[src/rtl/i2c_register_sequencer_pkg.sv]
// Shared encodings for the I2C register-access sequencer: FSM states,
// error codes and the helpers that describe the byte order of a transaction.
package i2c_register_sequencer_pkg;

  typedef enum logic [3:0] {
    S_IDLE   = 4'd0,
    S_START  = 4'd1,
    S_ADDR_W = 4'd2,
    S_REG    = 4'd3,
    S_WDATA  = 4'd4,
    S_RSTART = 4'd5,
    S_ADDR_R = 4'd6,
    S_RDATA  = 4'd7,
    S_STOP   = 4'd8,
    S_FIN    = 4'd9
  } seq_state_t;

  localparam logic [1:0] I2C_ERR_NONE    = 2'b00;
  localparam logic [1:0] I2C_ERR_NACK    = 2'b01;
  localparam logic [1:0] I2C_ERR_AL      = 2'b10;
  localparam logic [1:0] I2C_ERR_TIMEOUT = 2'b11;

  // Successor of a command state when its byte completed cleanly.
  function automatic seq_state_t next_cmd_state(input seq_state_t s, input logic rnw);
    case (s)
      S_START:  return S_ADDR_W;
      S_ADDR_W: return S_REG;
      S_REG:    return rnw ? S_RSTART : S_WDATA;
      S_WDATA:  return S_STOP;
      S_RSTART: return S_ADDR_R;
      S_ADDR_R: return S_RDATA;
      S_RDATA:  return S_STOP;
      default:  return S_FIN;
    endcase
  endfunction

  // States whose command is a byte write, i.e. where the slave ACK matters.
  function automatic logic is_write_state(input seq_state_t s);
    return (s == S_ADDR_W) || (s == S_REG) || (s == S_WDATA) || (s == S_ADDR_R);
  endfunction

endpackage

[src/rtl/i2c_seq_watchdog.sv]
// Per-command watchdog: cleared when a command is issued, counts while the
// sequencer waits for the byte controller, and flags when the limit is reached.
module i2c_seq_watchdog #(
  parameter int                  TO_WIDTH = 16,
  parameter logic [TO_WIDTH-1:0] TO_LIMIT = '1
) (
  input  logic Clk,
  input  logic Rst_n,
  input  logic Clear,
  input  logic En,
  output logic Expired
);

  logic [TO_WIDTH-1:0] count_reg;

  // Count wait cycles, saturating at the limit so Expired stays asserted.
  always_ff @(posedge Clk or negedge Rst_n) begin
    if (!Rst_n) begin
      count_reg <= '0;
    end else if (Clear) begin
      count_reg <= '0;
    end else if (En && (count_reg != TO_LIMIT)) begin
      count_reg <= count_reg + 1'b1;
    end
  end

  assign Expired = (count_reg == TO_LIMIT);

endmodule

[src/rtl/i2c_register_sequencer.sv]
// Register-access sequencer above the I2C byte controller: turns one request
// into the Start/Write/Read/Stop command sequence, checks ACKs, captures read
// data and reports completion with an error code.
module i2c_register_sequencer
  import i2c_register_sequencer_pkg::*;
#(
  parameter int                  TO_WIDTH = 16,
  parameter logic [TO_WIDTH-1:0] TO_LIMIT = TO_WIDTH'(16'hFFFF)
) (
  input  logic       Clk,
  input  logic       Rst_n,
  input  logic       Req,
  input  logic       Rnw,
  input  logic [6:0] Slave_addr,
  input  logic [7:0] Reg_addr,
  input  logic [7:0] Wdata,
  output logic       Busy,
  output logic       Done,
  output logic [1:0] Err,
  output logic [7:0] Rdata,
  output logic       Start,
  output logic       Stop,
  output logic       Read,
  output logic       Write,
  output logic       Tx_ack,
  output logic [7:0] Txd,
  input  logic       I2C_done,
  input  logic       Rx_ack,
  input  logic       I2C_al,
  input  logic [7:0] Rxd
);

  seq_state_t state_reg;
  logic       issue_reg;      // first cycle in a state: command not yet issued
  logic       rnw_reg;
  logic [6:0] slave_reg;
  logic [7:0] reg_addr_reg;
  logic [7:0] wdata_reg;
  logic       busy_reg;
  logic       done_reg;
  logic [1:0] err_reg;
  logic [7:0] rdata_reg;
  logic       start_reg;
  logic       stop_reg;
  logic       read_reg;
  logic       write_reg;
  logic [7:0] txd_reg;
  logic       wd_expired;

  // The watchdog restarts at every issue cycle and counts through the wait phase.
  i2c_seq_watchdog #(
    .TO_WIDTH (TO_WIDTH),
    .TO_LIMIT (TO_LIMIT)
  ) u_watchdog (
    .Clk     (Clk),
    .Rst_n   (Rst_n),
    .Clear   (issue_reg),
    .En      (busy_reg & ~issue_reg),
    .Expired (wd_expired)
  );

  // Transaction FSM with registered strobes, status and byte output.
  always_ff @(posedge Clk or negedge Rst_n) begin
    if (!Rst_n) begin
      state_reg    <= S_IDLE;
      issue_reg    <= 1'b1;
      rnw_reg      <= 1'b0;
      slave_reg    <= 7'h00;
      reg_addr_reg <= 8'h00;
      wdata_reg    <= 8'h00;
      busy_reg     <= 1'b0;
      done_reg     <= 1'b0;
      err_reg      <= I2C_ERR_NONE;
      rdata_reg    <= 8'h00;
      start_reg    <= 1'b0;
      stop_reg     <= 1'b0;
      read_reg     <= 1'b0;
      write_reg    <= 1'b0;
      txd_reg      <= 8'h00;
    end else begin
      done_reg  <= 1'b0;
      start_reg <= 1'b0;
      stop_reg  <= 1'b0;
      read_reg  <= 1'b0;
      write_reg <= 1'b0;
      case (state_reg)
        S_IDLE: begin
          if (Req) begin
            rnw_reg      <= Rnw;
            slave_reg    <= Slave_addr;
            reg_addr_reg <= Reg_addr;
            wdata_reg    <= Wdata;
            busy_reg     <= 1'b1;
            err_reg      <= I2C_ERR_NONE;
            state_reg    <= S_START;
            issue_reg    <= 1'b1;
          end
        end
        S_FIN: begin
          done_reg  <= 1'b1;
          busy_reg  <= 1'b0;
          state_reg <= S_IDLE;
          issue_reg <= 1'b1;
        end
        default: begin
          if (I2C_al) begin
            // Bus lost: the controller no longer owns the bus, so no Stop.
            err_reg   <= I2C_ERR_AL;
            state_reg <= S_FIN;
            issue_reg <= 1'b1;
          end else if (issue_reg) begin
            issue_reg <= 1'b0;
            case (state_reg)
              S_START, S_RSTART: start_reg <= 1'b1;
              S_ADDR_W: begin
                write_reg <= 1'b1;
                txd_reg   <= {slave_reg, 1'b0};
              end
              S_REG: begin
                write_reg <= 1'b1;
                txd_reg   <= reg_addr_reg;
              end
              S_WDATA: begin
                write_reg <= 1'b1;
                txd_reg   <= wdata_reg;
              end
              S_ADDR_R: begin
                write_reg <= 1'b1;
                txd_reg   <= {slave_reg, 1'b1};
              end
              S_RDATA:  read_reg <= 1'b1;
              default:  stop_reg <= 1'b1;
            endcase
          end else if (I2C_done) begin
            issue_reg <= 1'b1;
            if (is_write_state(state_reg) && Rx_ack) begin
              // Slave NACK: skip remaining bytes and release the bus.
              err_reg   <= I2C_ERR_NACK;
              state_reg <= S_STOP;
            end else begin
              if (state_reg == S_RDATA) begin
                rdata_reg <= Rxd;
              end
              state_reg <= next_cmd_state(state_reg, rnw_reg);
            end
          end else if (wd_expired) begin
            err_reg   <= I2C_ERR_TIMEOUT;
            state_reg <= S_FIN;
            issue_reg <= 1'b1;
          end
        end
      endcase
    end
  end

  assign Busy   = busy_reg;
  assign Done   = done_reg;
  assign Err    = err_reg;
  assign Rdata  = rdata_reg;
  assign Start  = start_reg;
  assign Stop   = stop_reg;
  assign Read   = read_reg;
  assign Write  = write_reg;
  assign Tx_ack = 1'b1;       // single-byte reads always end with a NACK
  assign Txd    = txd_reg;

endmodule

[config.mk]
export PLATFORM = sky130hd
export DESIGN_NAME = i2c_register_sequencer
export DESIGN_NICKNAME = d
export VERILOG_FILES = /design/src/rtl/i2c_register_sequencer_pkg.sv /design/src/rtl/i2c_seq_watchdog.sv /design/src/rtl/i2c_register_sequencer.sv
export SDC_FILE = /design/constraint.sdc
export NUM_CORES = 1
export LEC_CHECK = 0
export CELL_PAD_IN_SITES_DETAIL_PLACEMENT = 0
export CELL_PAD_IN_SITES_GLOBAL_PLACEMENT = 2
export CORE_ASPECT_RATIO = 2
export CORE_MARGIN = 4
export CORE_UTILIZATION = 34
export CTS_BUF_LIST = sky130_fd_sc_hd__clkbuf_16
export CTS_CLUSTER_DIAMETER = 40
export DETAILED_ROUTE_END_ITERATION = 16
export MAX_ROUTING_LAYER = met4
export PLACE_DENSITY_LB_ADDON = 0.1
export SYNTH_ARGS = -nofsm -noshare
export SYNTH_HDL_FRONTEND = slang
export SYNTH_HIERARCHICAL = 1
export SYNTH_SLANG_ARGS = --single-unit
[constraint.sdc]
create_clock -name Clk -period 2.3 [get_ports Clk]
set_input_delay 0.23 -clock Clk [delete_from_list [all_inputs] [get_ports Clk]]
set_output_delay 0.23 -clock Clk [all_outputs]
set_load 0.1 [all_outputs]
Word level (Yosys, flattened, before mapping). Cells that the tools add are included. W data, S select, Z words.

Flip-flop bits (word level): 69. Input bits: 38. Output and inout port bits: 25.

$add $sub $neg: 1. Equality and inequality tests: 14. Muxes and demuxes: 43. Bitwise logic cells: 6. Reductions and logical operators: 22.

Operators by type and width (count): $mux W16 (2); $pmux W8 S4 (1); $mux W4 (6); $pmux W4 S6 (1); $mux W1 (23); $add A16 B1 Y16 const B (1); $eq A16 B16 Y1 const B (1); $eq A4 B3 Y1 const B (4); $ne A16 B16 Y1 const B (1); $mux W2 (6); $eq A4 B2 Y1 const B (2); $pmux W4 S2 (1); $reduce_bool A4 Y1 (2); $reduce_or A7 Y1 (1); $reduce_and A6 Y1 (1); $reduce_or A2 Y1 (3); $not A1 Y1 (5); $reduce_and A5 Y1 (1); $reduce_bool A5 Y1 (1); $eq A4 B1 Y1 const B (1); $eq A4 B4 Y1 const B (1); $logic_not A4 Y1 (1); $ne A4 B1 Y1 const B (1); $ne A4 B2 Y1 const B (1); 12 further kinds (18).

Longest topological paths before layout.
Depth after elaboration: 10. Depth in mapped cells: 7.

Cells and area by module. The synthesis kept the hierarchy.

By module, submodules not included: i2c_register_sequencer (times used 1, cells each 186, area each 2368.5 µm², seq. area each 1327.5 µm²); i2c_seq_watchdog (times used 1, cells each 90, area each 897.1 µm², seq. area each 400.4 µm²).

Worst setup path after synthesis. OpenSTA, ideal clock, no wires.

Path type: register -> register. Start: reg busy_reg, in the netlist Busy. End: reg u_watchdog.count_reg[15]. Library setup time: 125 ps. Arrival time: 2061 ps. Required time: 2175 ps. Path slack: 114 ps. Stages on the path, launching flop included: 6. Buffers on the path: 0. Cells stage by stage: dfrtp_1 and2b_2 nand4_1 nor2_1 nand4_1 mux2_2.

Word-level cells in the longest chain between the ends: 3.

Ends and longest elaborated chain: start: declaration (RTL line i2c_register_sequencer.sv:39) `logic busy_reg;`; start signal: assignment (RTL line i2c_register_sequencer.sv:71) `busy_reg <= 1'b0;`; start signal: assignment (RTL line i2c_register_sequencer.sv:93) `busy_reg <= 1'b1;`; start signal: assignment (RTL line i2c_register_sequencer.sv:101) `busy_reg <= 1'b0;`; $and A1 B1 Y1 (RTL line i2c_register_sequencer.sv:58) `.En (busy_reg & ~issue_reg),`; $logic_and A1 B1 Y1 (RTL line i2c_seq_watchdog.sv:22) `end else if (En && (count_reg != TO_LIMIT)) begin`; $reduce_bool A2 Y1 (no line); end signal: assignment (RTL line i2c_seq_watchdog.sv:23) `count_reg <= count_reg + 1'b1;`; end: declaration (RTL line i2c_seq_watchdog.sv:14) `logic [TO_WIDTH-1:0] count_reg;`.

Every way passes these cells. A chain may end at the register's enable or synchronous reset.

Worst setup path after layout.
Start: reg u_watchdog.count_reg[0]. End: reg state_reg[2].

Word-level cells in the longest chain between the ends: 3.

Ends and longest elaborated chain: $eq A16 B16 Y1 (RTL line i2c_seq_watchdog.sv:27) `assign Expired = (count_reg == TO_LIMIT);`; via wd_expired (RTL line i2c_register_sequencer.sv:48) `logic wd_expired;`; $reduce_bool A5 Y1 (no line); $reduce_and A3 Y1 (no line); end signal: assignment (RTL line i2c_register_sequencer.sv:144) `state_reg <= next_cmd_state(state_reg, rnw_reg);`; end: declaration (RTL line i2c_register_sequencer.sv:33) `seq_state_t state_reg;`.

The timed path passes the listed nets, and every way through them passes these cells.

==> out/metrics.yaml <==
floorplan:
  io_pins: 63
  start_util_pct: 34.8
  dieWidth_um: 77.3
  die_h_um: 147
  die_area_um2: 11300
  core_um2: 9380
  row_count: 50
logic_synthesis:
  syn_nets: 315
  ys_warn_count: 6
  synth-edff-count: 0
  syn_inst: 276
  ys_top_cells_by_area: "dfrtp_1 (52%), mux2_2 (12%), nor2_1 (3.1%)"
  syn_avg_cell_area_um2: 11.8
  ys_seq_elements: 69
  yosysTopAreaCellShare_pct: 52.1
  async_reset_ff_share_pct: 100
  ys_seq_area_share_pct: 52.9
  synth_top_cell_by_area: "dfrtp_1"
  ys.flop_type: "dfrtp_1"
  syn-cell-area_um2: 3270
  ys_types: 58
critical_path:
  critPathTopFamily: "compound AO/OA/AOI/OAI gates"
  critical_path_class: "flip-flop to flip-flop"
  worstPathCellList: "ha_1 > nand4_1 > nor4_4 > nor2_1 > o21ai_1 > a211oi_1 > o41ai_2"
  cp.buffers_inverters: 0
  cp-end-kind: "flip-flop"
  cp_slowest_stage_delay_ns: 0.38
  crit_required_ns: 2.49
  cp-start-kind: "flip-flop"
  arrival_ns: 2.33
  crit_slowest_cell: "o41ai_2"
  cp_max_fo: 5
final_layout:
  areaGrowthSynthToFinish_pct: 30.2
  fillCellCount: 899
  area.sequential_um2: 1730
  num_antenna_cells: 0
  fin_nets: 386
  final_cell_mix: "dfrtp_1 (68), mux2_2 (36), clkdlybuf4s50_1 (36)"
  final_layout_size_suffix_gt1_share_pct: 29.3
  layout.cells.non_filler: 455
  layout_commonest_cell: "dfrtp_1"
  multi_input_area_um2: 1400
  largest_reg_flops: 16
placement:
  io_buffers: 61
  placedCellCount: 439
  dp_hpwl_mm: 6.18
  globalplace.congestion: 0.816
power:
  internal_power_mw: 3.15
  p_seq_share_pct: 35.2
  powerDensity_nw_per_um2: 1220
  combinationalPowerShare_pct: 37.2
  clkPwrFrac_pct: 27.6
  p_leak_nw: 1.87
  p_sw_mw: 2.04
  swShare_pct: 39.3
  irDropWorstVdd_uv: 832
global_routing:
  grt_pass1_wl_mm: 13.1
  overflow: 0
  antenna_found_initial: 0
  grt_pass1_vias: 2613
  grt_max_degree: 45
  grt.total_usage_pct: 15.3
drt:
  dr.pass1.iters: 5
  drtIter0Drc: 145
  vias: 2482
  wl_per_cell_um: 17.7
  via_per_inst: 5.45
  drc: 0
  wl_mm: 8.05
  drtAntennaViolNets: 0
clock_network:
  cts_max_level: 3
  cts-root-buf: "clkbuf_16"
  clk_pin_slew_ns: 0.06
  cts_tree: "yes"
  cts_buffer_depth: 2
  post_cts_buffers: 0
  cts_buffers: 9
  clock_sinks: 69
  insertion_delay_ns: 0.33
run:
  cap_violations: 0
timing:
  fin_tns_setup_ns: 0
  slew_headroom_pct: 55.7
  hold_viol: 0
  slew_viol_final: 0
  grt_setup_unrepaired: "false"
  fmax_ghz: 0.468
  finalCritPeriodShare_pct: 93.0
  setup_viol_count_final: 0
  min_period_ns: 2.14
  tightest_slew_ns: 0.664
  skew_ns: 0.00606
status:
  status: "finished, final reports clean"
worst_hold_path:
  hp-class: "input port to async pin"
-- power by group through the flow --
stage	clock network (mW)	registers (mW)	logic (mW)
4_1_cts	1.46	1.83	1.96
2_1_floorplan	0	2.47	0.839
6_report	1.43	1.82	1.93
3_3_place_gp	0	1.85	1.93
3_5_place_dp	0	1.85	1.95
5_1_grt	1.51	1.88	2.06
-- final timing paths --
path / startpoint / endpoint / slack [ns] / cells past startpoint
setup / recovery: u_watchdog/count_reg[0] / state_reg[2] / 0.16 / 7
hold / removal: Rst_n / u_watchdog/count_reg[11] / 0.46 / 2
setup reg to reg: u_watchdog/count_reg[0] / state_reg[2] / 0.16 / 7
hold reg to reg: wdata_reg[6] / wdata_reg[6] / 0.51 / 1
max in group asynchronous: Rst_n / Txd[0] / 1.17 / 3
min in group Clk: wdata_reg[6] / wdata_reg[6] / 0.51 / 1
-- layout make-up --
type | count | share of cell area, %
multi-input cells | 185 | 32.9
inverters | 8 | 0.706
well taps | 104 | 3.06
clock buffers | 9 | 5.30
clock inverters | 6 | 1.88
repair buffers | 74 | 15.5
flip-flops and latches | 69 | 40.6
-- cells in the mapped netlist, types with 2 or more instances --
cell	n
nand2_1	7
or4_1	5
buf_2	3
inv_1	8
nand3_1	5
o31ai_1	3
nand4_1	5
o311a_1	2
nor2b_1	5
nor3_4	2
nor4_1	4
a222oi_1	7
a211oi_1	3
dfrtp_1	68
o41ai_1	4
buf_6	4
o211ai_1	2
clkbuf_8	2
nor3_1	9
a31oi_1	5
mux2_2	36
a21oi_1	19
buf_4	2
nor2_1	27
o21ai_0	6
-- cell families (layout without fill, tap and decap cells) --
group | count (synthesis) | count (layout) | share of synthesized area (%)
AND/OR/NAND/NOR | 87 | 87 | 16.7
flip-flops | 69 | 69 | 52.9
XOR/XNOR | 1 | 1 | 0.268
AO/OA/AOI/OAI | 58 | 58 | 12.2
adder cells (fa/ha/maj) | 1 | 1 | 0.383
multiplexers | 37 | 37 | 12.7
other | 1 | 1 | 0.115
buffers and inverters | 22 | 97 | 4.71
-- stage by stage --
stage,hold WS (ns),utilization [%],setup slack [ns],cell area (µm²),power (mW)
after floorplan,-0.0656,-,0.114,3270,3.31
after global placement,0.290,41.8,-0.0837,3920,3.78
after detailed placement,0.303,41.8,-0.0953,3920,3.79
after CTS,0.484,45.2,0.00284,4240,5.25
after global routing,0.510,45.3,0.00465,4250,5.44
final,0.464,45.3,0.161,4250,5.18
-- worst register-to-register path, cell delays in order, from the launching register on --
cell and delay (ns):
dfrtp_1 0.37, ha_1 0.23, nand4_1 0.28, nor4_4 0.29
nor2_1 0.09, o21ai_1 0.23, a211oi_1 0.13, o41ai_2 0.38
-- layer usage --
layer	vias up	wire length, µm	GRT usage (%)
met3	22	286	2.59
met2	66	4620	27.2
met5	-	0	-
met4	0	288	8.65
met1	1209	2850	15.4
li1	1185	-	-
-- repair_timing --
| item | in CTS | in global routing |
|---|---|---|
| gates cloned | 0 | 0 |
| hold endpoints to repair | 24 | 0 |
| hold buffers | 1 | 0 |
| endpoints found under the setup margin | 1 | 3 |
| resized for setup | 1 | 2 |
| pin swaps | 0 | 1 |
No activity file was read; power rests on OpenSTA's default activity.
